$ cat config.mk
export PLATFORM = sky130hd
export DESIGN_NAME = aes_round_sequencer_flat
export DESIGN_NICKNAME = d
export VERILOG_FILES = /design/src/rtl/aes_round_sequencer_if.sv /design/src/rtl/aes_round_sequencer.sv /design/src/flat_wrapper.sv
export SDC_FILE = /design/constraint.sdc
export NUM_CORES = 1
export LEC_CHECK = 0
export BUFFER_PORTS_ARGS = -buffer_cell sky130_fd_sc_hd__buf_2
export CORE_UTILIZATION = 53
export CTS_BUF_LIST = sky130_fd_sc_hd__clkbuf_4
export CTS_CLUSTER_SIZE = 30
export DETAILED_ROUTE_END_ITERATION = 10
export HOLD_SLACK_MARGIN = 0.08
export PLACE_DENSITY = 0.78
export SLEW_MARGIN = 20
export SYNTH_ARGS = -nofsm -noshare
export SYNTH_HDL_FRONTEND = slang
export SYNTH_SLANG_ARGS = --single-unit
$ cat constraint.sdc
create_clock -name clk -period 4.2 [get_ports clk]
set_input_delay 0.63 -clock clk [delete_from_list [all_inputs] [get_ports clk]]
set_output_delay 0.63 -clock clk [all_outputs]
set_load 0.02 [all_outputs]
$ cat src/rtl/aes_round_sequencer_if.sv
// Start/busy/done handshake and round-control bundle between the host side
// and the AES round sequencer.
interface aes_round_sequencer_if;
    logic       start;
    logic       stall;
    logic       abort;
    logic       busy;
    logic       load_en;
    logic       rnd_en;
    logic [3:0] rnd_num;
    logic [7:0] rcon;
    logic       first_rnd;
    logic       final_rnd;
    logic       done;

    modport master (
        output start, stall, abort,
        input  busy, load_en, rnd_en, rnd_num, rcon, first_rnd, final_rnd, done
    );

    modport slave (
        input  start, stall, abort,
        output busy, load_en, rnd_en, rnd_num, rcon, first_rnd, final_rnd, done
    );
endinterface

$ cat src/rtl/aes_round_sequencer.sv
// Control FSM that walks one AES-128 block through LOAD, the cipher rounds and
// a done pulse, generating round number, round constant and first/final flags.
module aes_round_sequencer #(
    parameter int unsigned NUM_ROUNDS = 10
) (
    input  logic                  clk,
    input  logic                  rst,
    aes_round_sequencer_if.slave  bus
);

    typedef enum logic [2:0] {
        IDLE,
        LOAD,
        ROUND,
        FINAL,
        DONE
    } state_t;

    localparam logic [3:0] LAST_ROUND   = 4'(NUM_ROUNDS);
    localparam logic [3:0] PENULT_ROUND = 4'(NUM_ROUNDS - 1);

    state_t     state;
    state_t     state_next;
    logic [3:0] rnd_q;
    logic [7:0] rcon_q;
    logic       advance;

    // Multiply by x in GF(2^8) with the AES reduction polynomial.
    function automatic logic [7:0] xtime(input logic [7:0] b);
        return {b[6:0], 1'b0} ^ (b[7] ? 8'h1b : 8'h00);
    endfunction

    assign advance = (state == ROUND) && !bus.stall;

    // NOTE: sequential state uses non-blocking assignments so every register
    // samples pre-edge values regardless of process evaluation order.
    always_ff @(posedge clk) begin
        if (rst) state <= IDLE;
        else     state <= state_next;
    end

    // Round number and round constant only move on a committed ROUND cycle.
    always_ff @(posedge clk) begin
        if (rst) begin
            rnd_q  <= '0;
            rcon_q <= '0;
        end else if (state == LOAD) begin
            rnd_q  <= 4'd1;
            rcon_q <= 8'h01;
        end else if (advance) begin
            rnd_q  <= rnd_q + 4'd1;
            rcon_q <= xtime(rcon_q);
        end
    end

    // NOTE: every combinational output gets a default first, so no path can
    // leave a signal unassigned and infer a latch.
    always_comb begin
        state_next = state;
        unique case (state)
            IDLE:    if (bus.start) state_next = LOAD;
            LOAD:    state_next = bus.abort ? IDLE : ROUND;
            ROUND: begin
                if (bus.abort)                                 state_next = IDLE;
                else if (!bus.stall && rnd_q == PENULT_ROUND)  state_next = FINAL;
            end
            FINAL: begin
                if (bus.abort)       state_next = IDLE;
                else if (!bus.stall) state_next = DONE;
            end
            DONE:    state_next = IDLE;
            default: state_next = IDLE;
        endcase
    end

    // Everything but rnd_en is decoded from registered state alone.
    always_comb begin
        bus.busy      = 1'b0;
        bus.load_en   = 1'b0;
        bus.rnd_en    = 1'b0;
        bus.rnd_num   = '0;
        bus.rcon      = '0;
        bus.first_rnd = 1'b0;
        bus.final_rnd = 1'b0;
        bus.done      = 1'b0;
        unique case (state)
            LOAD: begin
                bus.busy    = 1'b1;
                bus.load_en = 1'b1;
            end
            ROUND: begin
                bus.busy      = 1'b1;
                bus.rnd_en    = !bus.stall;
                bus.rnd_num   = rnd_q;
                bus.rcon      = rcon_q;
                bus.first_rnd = (rnd_q == 4'd1);
            end
            FINAL: begin
                bus.busy      = 1'b1;
                bus.rnd_en    = !bus.stall;
                bus.rnd_num   = LAST_ROUND;
                bus.rcon      = rcon_q;
                bus.final_rnd = 1'b1;
            end
            DONE:    bus.done = 1'b1;
            default: ;
        endcase
    end

endmodule

$ cat src/flat_wrapper.sv
// flat-port wrapper written by rule: the top's interface ports become plain ports
module aes_round_sequencer_flat 
#(
    parameter int unsigned NUM_ROUNDS = 10
)
  (clk, rst, bus_start, bus_stall, bus_abort, bus_busy, bus_load_en, bus_rnd_en, bus_rnd_num, bus_rcon, bus_first_rnd, bus_final_rnd, bus_done);
  aes_round_sequencer_if bus_i ();
  input  logic clk;
  input  logic rst;
  input wire logic [$bits(bus_i.start)-1:0] bus_start;
  input wire logic [$bits(bus_i.stall)-1:0] bus_stall;
  input wire logic [$bits(bus_i.abort)-1:0] bus_abort;
  output wire logic [$bits(bus_i.busy)-1:0] bus_busy;
  output wire logic [$bits(bus_i.load_en)-1:0] bus_load_en;
  output wire logic [$bits(bus_i.rnd_en)-1:0] bus_rnd_en;
  output wire logic [$bits(bus_i.rnd_num)-1:0] bus_rnd_num;
  output wire logic [$bits(bus_i.rcon)-1:0] bus_rcon;
  output wire logic [$bits(bus_i.first_rnd)-1:0] bus_first_rnd;
  output wire logic [$bits(bus_i.final_rnd)-1:0] bus_final_rnd;
  output wire logic [$bits(bus_i.done)-1:0] bus_done;
  assign bus_i.start = bus_start;
  assign bus_i.stall = bus_stall;
  assign bus_i.abort = bus_abort;
  assign bus_busy = bus_i.busy;
  assign bus_load_en = bus_i.load_en;
  assign bus_rnd_en = bus_i.rnd_en;
  assign bus_rnd_num = bus_i.rnd_num;
  assign bus_rcon = bus_i.rcon;
  assign bus_first_rnd = bus_i.first_rnd;
  assign bus_final_rnd = bus_i.final_rnd;
  assign bus_done = bus_i.done;
  aes_round_sequencer #(.NUM_ROUNDS(NUM_ROUNDS)) u_core (.clk(clk), .rst(rst), .bus(bus_i));
endmodule
# Word-level counts from Yosys, hierarchy flattened
# Cells that the tools add are included.
[totals]
register_bits = 15
inputBits = 5
output_inout_bits = 18
word_cells = 45
[op_classes]
addsub = 1
eq_ne = 9
muxes = 20
n_bitwise = 1
reduce_logical = 9
[ops]
columns = ["cell", "count"]
rows = [
  ["2-to-1 mux 3 bit", 5],
  ["case mux 3 bit (4 select lines)", 1],
  ["2-to-1 mux 1 bit", 10],
  ["2-to-1 mux 8 bit", 1],
  ["case mux 4 bit (2 select lines)", 1],
  ["XOR 8 x 5 -> 8 bit", 1],
  ["equality test 3 x 2 -> 1 bit, second input constant", 2],
  ["!= test 3 bit, second input constant", 2],
  ["2-to-1 mux 5 bit", 1],
  ["adder 4 x 1 -> 4 bit, second input constant", 1],
  ["equality test 4 x 1 -> 1 bit, second input constant", 1],
  ["equality test 4 bit, second input constant", 1],
  ["OR reduction 2 bit", 2],
  ["equality test 3 x 1 -> 1 bit, second input constant", 1],
  ["equality test 3 bit, second input constant", 1],
  ["logical NOT 3 bit", 1],
  ["AND reduction 3 bit", 1],
  ["OR reduction 3 bit", 1],
  ["logical AND 1 bit", 2],
  ["2-to-1 mux 2 bit", 1],
  ["!= test 2 bit, second input constant", 1],
  ["nonzero test 2 bit", 1],
  ["logical NOT 1 bit", 1],
]

# Depth between registers and ports, before layout
# Gate-level depths: netlist of the first run.
[depth]
word_depth = 5
depth_mapped = 7
ltp_nobuf = 5

# Worst setup path before layout of the first run
# OpenSTA, ideal clock, no wires.
[synth_timing]
kind = "register to output"
start = "reg u_core.state[1]"
end = "out bus_first_rnd"
arrival_time_ns = 1.406
required_ns = 3.570
slack_ns = 2.164
stages_incl_launch_ff = 4
path_buffers = 1
cell_sequence = "dfxtp_1 clkbuf_1 nand2b_1 nor4_1"
[synth_via]
elab_chain_len = 2
[synth_lines]
columns = ["element", "line_no", "text"]
rows = [
  ["start: declaration", "aes_round_sequencer.sv:22", "state_t state;"],
  ["start signal: assignment", "aes_round_sequencer.sv:39", "else state <= state_next;"],
  ["equality test 3 x 2 -> 1 bit", "aes_round_sequencer.sv:86", "unique case (state)"],
  ["2-to-1 mux 1 bit", "aes_round_sequencer.sv:86", ""],
  ["end: declaration", "flat_wrapper.sv:18", "output wire logic [$bits(bus_i.first_rnd)-1:0] bus_first_rnd;"],
]
# No other way between the ends.

# Worst setup path after layout of the first run
[layout_timing]
start = "reg u_core.state[1]"
end = "out bus_final_rnd"
[layout_via]
elab_chain_len = 2
[layout_lines]
columns = ["element", "line_no", "text"]
rows = [
  ["equality test 3 x 2 -> 1 bit", "aes_round_sequencer.sv:86", ""],
  ["2-to-1 mux 1 bit", "aes_round_sequencer.sv:86", ""],
  ["end: declaration", "flat_wrapper.sv:19", "output wire logic [$bits(bus_i.final_rnd)-1:0] bus_final_rnd;"],
]
# No other way between the ends.

==> results of run 1 <==
-- final cells by class --
type / count / area share, %
multi-input cells: 78 / 49.8
clock inverters: 1 / 0.533
repair buffers: 22 / 11.7
well taps: 15 / 2.00
flip-flops and latches: 15 / 32.0
inverters: 4 / 1.60
clock buffers: 3 / 2.40
-- flip-flops by register name (all words and copies together), names as in the netlist --
| register | flops |
|---|---|
| u_core.rcon_q | 8 |
| u_core.rnd_q | 4 |
| u_core.state | 3 |
-- cells in the final DEF (no fill, tap or decap), drive strengths merged --
cell type / count
a2111oi: 1
a211oi: 4
a21oi: 6
a221oi: 2
a22o: 1
a31oi: 1
and2: 10
and3b: 1
buf: 22
clkbuf: 3
clkinv: 1
dfxtp: 15
ha: 2
inv: 4
nand2: 12
nand2b: 2
nand3: 1
nand4b: 1
nor2: 14
nor2b: 3
nor3: 1
nor3b: 1
nor4: 1
nor4b: 1
o21a: 1
o21ai: 2
o21bai: 2
or2: 2
or3: 2
or4b: 1
xnor2: 3
-- power groups by stage --
stage                     Sequential, mW  Clock (mW)  Combinational [mW]
after floorplan                    0.152           0              0.0260
after global placement             0.156           0              0.0319
after detailed placement           0.156           0              0.0327
after CTS                          0.153      0.0850              0.0329
after global routing               0.154      0.0900              0.0367
final                              0.153      0.0810              0.0327
-- critical path, delay by kind of cell, from the launching register on --
kind	cells	cell delay, ns
flops	1	0.53
buf+inv	1	0.16
simple gates	2	0.65
-- routing by layer --
| layer | part of all wire [%] | wire, um |
|---|---|---|
| met5 | 0 | 0 |
| met4 | 0.89 | 15 |
| met3 | 3.1 | 52 |
| met2 | 48 | 803 |
| met1 | 48 | 812 |
-- final timing paths --
kind,from,endpoint,slack [ns],depth (start not counted)
setup / recovery,u_core.state[1],bus_final_rnd,1.94,3
hold / removal,u_core.rcon_q[5],u_core.rcon_q[6],0.47,2
setup reg to reg,u_core.state[1],u_core.rcon_q[3],2.41,3
hold reg to reg,u_core.rcon_q[5],u_core.rcon_q[6],0.47,2
-- stage by stage --
step	power [mW]	instance area (um^2)	utilization, %	hold slack, ns
floorplan	0.178	821	-	0.440
global placement	0.188	912	66.8	0.456
detailed placement	0.189	912	66.8	0.462
CTS	0.271	940	68.8	0.473
global route	0.281	940	68.8	0.476
finish	0.267	940	68.8	0.466
-- logic make-up (layout without fill, tap and decap cells) --
| family | Yosys count | in the layout | synth area share [%] |
|---|---|---|---|
| AOI/OAI and AO/OA | 20 | 20 | 16.3 |
| adders and majority gates | 2 | 2 | 3.05 |
| xor gates and xnor gates | 3 | 3 | 3.20 |
| and+or+nand+nor | 53 | 53 | 34.5 |
| buffers and inverters | 11 | 30 | 6.40 |
| DFF | 15 | 15 | 36.6 |
==> out/results.ini, run 1 <==
[sta]
setup_viol_count_final=0
max_freq_mhz=443
maxSlewViolCount=0
worst_pin_slew_ns=0.977
relSlewSlack_pct=34.7
rsz0062_at_grt=no
hold_viol_final=0
fin_crit_sh_pct=53.8
finClkSkew_ns=0.00535
fin_tns_setup_ns=0
period_needed_ns=2.26
setup_ws_ns=1.94

[drt]
via_count=744
drtIter0Drc=16
wl_per_cell_um=12.2
first_pass_iters=4
route.detailed.drc=0
postRouteWirelength_um=1680
vias_per_cell=5.39
ant_nets=0

[power_and_ir_drop]
power.switching_mw=0.0722
power_frac_seq_pct=57.3
switching_share_pct=27.1
power_density_nw_per_um2=284
p_leak_nw=0.391
combPwrFrac_pct=12.3
intPower_mw=0.194
power_frac_clock_pct=30.4
ir_worst_vdd_mv=0.184

[floorplan]
core_um2=1370
io_pins=23
die_area_um2=1710
die_w_um=41.4
die_y_um=41.4
start_util_pct=60.1
rows=13

[cts]
post_cts_buffers=0
post_cts_resized=0
clockBufferDepth=2
htree_levels=1
tritoncts=done
cts_buffers=3
clkSinkCount=15
clock_latency_ns=0.28
clockRootBuffer=clkbuf_4
postCtsHoldBufs=0
clk_pin_slew_worst_paths_ns=0.09

[synthesis]
ys_ff_latch=15
netlist_top_cells_count=dfxtp_1, nor2_1, nand2_1, and2_1, a21oi_1
yosys.area.top_type=dfxtp_1
async_flop_share_pct=0
synth.distinct_cells=33
ys_seq_area_share_pct=36.6
yosysWarnings=0
synth_area_leaders=dfxtp_1, and2_1, nor2_1
yosysTopAreaCellShare_pct=36.6
synthesis.area_um2=821
synthFlopType=dfxtp_1
synth_fp_nets=111
syn_inst=104
yosysMostFrequentCell=dfxtp_1
syn_avg_cell_area_um2=7.89
synth-edff-count=0

[setup_path]
crit_path_end_kind=output port
required_ns=3.57
crit_fanout=11
slowest_delay_ns=0.53
crit_path_top_delay_cell=dfxtp_1
crit_chain=nor2b_1, and2_1, buf_2
start_kind=flop
critPathKind=flop to output port
arrival_ns=1.63

[cells_and_area]
nNetsFinal=131
diodes=0
drive_gt1_share_pct=22.8
areaGrowthSynthToFinish_pct=14.5
n_fill_cell=129
final_cell_count_no_fill=138
multi_input_area_um2=468
register_area_um2=300

[grt]
overflow=0
grt_pass1_wl_um=2480
grt_use_total_pct=22.3
met3_usage_pct=7.98
grt_util_met2_pct=32.8
grt-busiest-layer=met2
grt_max_degree=16
antenna_found_initial=0
grt_pass1_vias=554
grt.met1_usage_pct=30.9

[run]
maxCapViolations=0

[placement]
dp_cells=134
numPortBuffers=22
dp_hpwl_um=1280
place.gp.congestion=0.753
post-place-ws_ns=2.18

[outcome]
status=finished clean

[hold_path]
hold_path.class=flop to flop

(Power assumes the default switching activity.)
==> inputs of run 2 (changes only) <==
--- a/config.mk
+++ b/config.mk
@@ -5,13 +5,14 @@
 export SDC_FILE = /design/constraint.sdc
 export NUM_CORES = 1
 export LEC_CHECK = 0
+export ABC_AREA = 1
 export BUFFER_PORTS_ARGS = -buffer_cell sky130_fd_sc_hd__buf_2
-export CORE_UTILIZATION = 53
+export CORE_UTILIZATION = 48
 export CTS_BUF_LIST = sky130_fd_sc_hd__clkbuf_4
 export CTS_CLUSTER_SIZE = 30
 export DETAILED_ROUTE_END_ITERATION = 10
 export HOLD_SLACK_MARGIN = 0.08
-export PLACE_DENSITY = 0.78
+export PLACE_DENSITY = 0.73
 export SLEW_MARGIN = 20
 export SYNTH_ARGS = -nofsm -noshare
 export SYNTH_HDL_FRONTEND = slang
==> constraint.sdc (replaced) <==
create_clock -name clk -period 1.9 [get_ports clk]
set_input_delay 0.285 -clock clk [delete_from_list [all_inputs] [get_ports clk]]
set_output_delay 0.285 -clock clk [all_outputs]
set_load 0.02 [all_outputs]
==> run 2 against run 1 <==
Effect of this change:
- cell count rose by 31%
- critical endpoint unchanged
- total power grew to 3.1 times the previous value
- hold slack lost 0.25 ns
- clock-buffer cell count stayed put
- synthesized cell count is 28% higher
- via count is 17% higher
==> out/results.ini, run 2 <==
[sta]
fin_tns_setup_ns=0  ; unchanged
hold_ws_ns=0.219  ; -0.248 ns
relSlewSlack_pct=80.9  ; +46 points
rsz0062_at_grt=no
max_freq_mhz=620
worst_pin_slew_ns=0.286  ; -0.691 ns
period_needed_ns=1.61
maxSlewViolCount=0  ; unchanged
hold_viol_final=0  ; unchanged
setup_viol_count_final=0  ; unchanged
fin_crit_sh_pct=84.8
finClkSkew_ns=0.00342  ; -0.00193 ns

[cells_and_area]
top_register=u_core.rcon_q
largest_reg_flops=8  ; unchanged
areaGrowthSynthToFinish_pct=16.8
final_cell_mix=nor2_1, nand2_1, buf_2, inv_1, dfxtp_1
nNetsFinal=164  ; +25%
drive_gt1_share_pct=28.8  ; +6.1 points
reg_top3=u_core.rcon_q x8, u_core.rnd_q x4, u_core.state x3
diodes=0  ; unchanged

[outcome]
status=finished clean

[drt]
route.detailed.drc=0  ; unchanged
via_count=873  ; +17%
first_pass_iters=4  ; unchanged
vias_per_cell=4.82  ; -11%
wl_per_cell_um=10.3  ; -16%
postRouteWirelength_um=1860  ; +10%
ant_nets=0  ; unchanged
drtIter0Drc=16  ; unchanged

[cts]
tritoncts=done
clkSinkCount=15  ; unchanged
cts_buffers=3  ; unchanged
clockBufferDepth=2  ; unchanged
clk_pin_slew_worst_paths_ns=0.09  ; about the same
htree_levels=1  ; unchanged
clock_latency_ns=0.28  ; about the same
clockRootBuffer=clkbuf_4

[synthesis]
synthesis.area_um2=901  ; +9.8%
synth-xor-area-share_pct=3.89  ; +0.69 points
yosysMostFrequentCell=nand2_1
yosysTopAreaCellShare_pct=33.3  ; -3.3 points
synth_area_leaders=dfxtp_1, nand2_1, nor2_1
yosysWarnings=0  ; unchanged
synth.distinct_cells=21  ; -36%
netlist_top_cells_count=nand2_1, nor2_1, inv_1, dfxtp_1
synth_mux_area_share_pct=0  ; unchanged
synth-edff-count=0  ; unchanged
synth_fp_nets=140  ; +26%
synthSimpleGateAreaFrac_pct=32.1  ; -2.4 points
ys_ff_latch=15  ; unchanged
synthFlopType=dfxtp_1
synth_compound_area_share_pct=15.3  ; -1.0 points
syn_inst=133  ; +28%
synth-adder-area-share_pct=2.78  ; -0.27 points
async_flop_share_pct=0  ; unchanged
synth_top_family_by_area=simple AND/OR/NAND/NOR gates
syn_avg_cell_area_um2=6.77  ; -14%
ys_seq_area_share_pct=33.3  ; -3.3 points
yosys.area.top_type=dfxtp_1

[setup_path]
critPathTopFamily=simple AND/OR/NAND/NOR gates
slowest_delay_ns=0.36  ; -0.17 ns
crit_chain=inv_2, nand2_2, nor2_1, buf_2
cp_num_buf_inv=2  ; +1
crit_path_end_kind=output port
start_kind=flop
arrival_ns=1.33  ; -0.30 ns
required_ns=1.62  ; -1.95 ns
critPathKind=flop to output port
r2r_setup_slack_ns=0.59  ; -1.82 ns
crit_fanout=14  ; +3
crit_path_top_delay_cell=dfxtp_1

[grt]
antenna_found_initial=0  ; unchanged
overflow=0  ; unchanged
grt_pass1_wl_um=3050  ; +23%
grt_pass1_vias=723  ; +31%
grt_max_degree=20  ; +4
grt_use_total_pct=20.7  ; -1.5 points

[power_and_ir_drop]
power_density_nw_per_um2=793  ; +180%
switching_share_pct=39.0  ; +12 points
intPower_mw=0.509  ; +160%
combPwrFrac_pct=33.4  ; +21 points
ir_worst_vdd_mv=0.491  ; +170%
power_frac_seq_pct=44.9  ; -12 points
power.switching_mw=0.325  ; +350%
power_frac_clock_pct=21.7  ; -8.7 points
p_leak_nw=0.521  ; +33%

[floorplan]
die_area_um2=2050  ; +20%
die_y_um=45.3  ; +9.6%
rows=15  ; +2
core_um2=1750  ; +28%
die_w_um=45.3  ; +9.6%
start_util_pct=51.6  ; -8.5 points
io_pins=23  ; unchanged

[placement]
dp_hpwl_um=1400  ; +10%
numPortBuffers=22  ; unchanged
place.gp.congestion=0.789  ; +4.9%

[run]
maxCapViolations=0  ; unchanged

[hold_path]
hold_path.class=input port to flop

## run 2: cells by family (layout without fill, tap and decap cells)
family	Yosys count	in the layout
buffers and inverters	28	51
AO/OA/AOI/OAI	21	21
adder cells (fa/ha/maj)	2	2
XOR/XNOR	4	4
AND/OR/NAND/NOR	63	63
flip-flops	15	15
## run 2: final cells by class
class,instances,area [um^2]
flip-flops and latches,15,300
inverters,25,93.8
repair buffers,22,110
clock inverters,1,5.00
clock buffers,3,22.5
well taps,25,31.3
multi-input cells,90,489
fillers,182,693
## run 2: final timing paths
| check | startpoint | endpoint | cells after the start |
|---|---|---|---|
| min reg2reg | u_core.rcon_q[1] | u_core.rcon_q[1] | 2 |
| max reg2reg | u_core.state[1] | u_core.rcon_q[1] | 5 |
| max | u_core.state[2] | bus_final_rnd | 4 |
| min | rst | u_core.rnd_q[0] | 2 |
## run 2: through the flow
step	utilization, %	setup slack (ns)	instance area (um^2)	power (mW)	cells
finish	60.3	0.288	1050	0.835	181
global route	60.3	0.164	1050	0.899	181
CTS	60.1	0.113	1050	0.841	181
detailed placement	58.6	0.433	1020	0.658	177
global placement	58.6	0.501	1020	0.651	177
floorplan	-	0.572	901	0.594	133
## run 2: power groups by stage
| stage | logic [mW] | clock network (mW) | registers, mW |
|---|---|---|---|
| 3_3_place_gp | 0.272 | 0 | 0.380 |
| 3_5_place_dp | 0.276 | 0 | 0.382 |
| 6_report | 0.279 | 0.181 | 0.375 |
| 5_1_grt | 0.313 | 0.206 | 0.380 |
| 4_1_cts | 0.278 | 0.189 | 0.374 |
| 2_1_floorplan | 0.222 | 0 | 0.372 |
## run 2: repair_timing
item                       CTS  global route
setup endpoints to repair    0             1
hold endpoints to repair     0             0
gates resized for setup      0             1
setup buffers                0             0
hold buffers                 0             0
## run 2: worst reg2reg max path: stages (launching register included)
cell	delay [ns]
dfxtp_1	0.43
inv_2	0.08
nor2_2	0.12
nand3_4	0.24
o21ai_0	0.29
a21oi_2	0.05
## run 2: metal layers
metal | global-route usage (%) | share of wire [%] | up-vias
met5 | 0 | 0 | -
met4 | 7.88 | 0.81 | 0
met3 | 6.80 | 3.3 | 2
met2 | 30.1 | 43 | 17
met1 | 28.3 | 53 | 395
li1 | - | - | 459
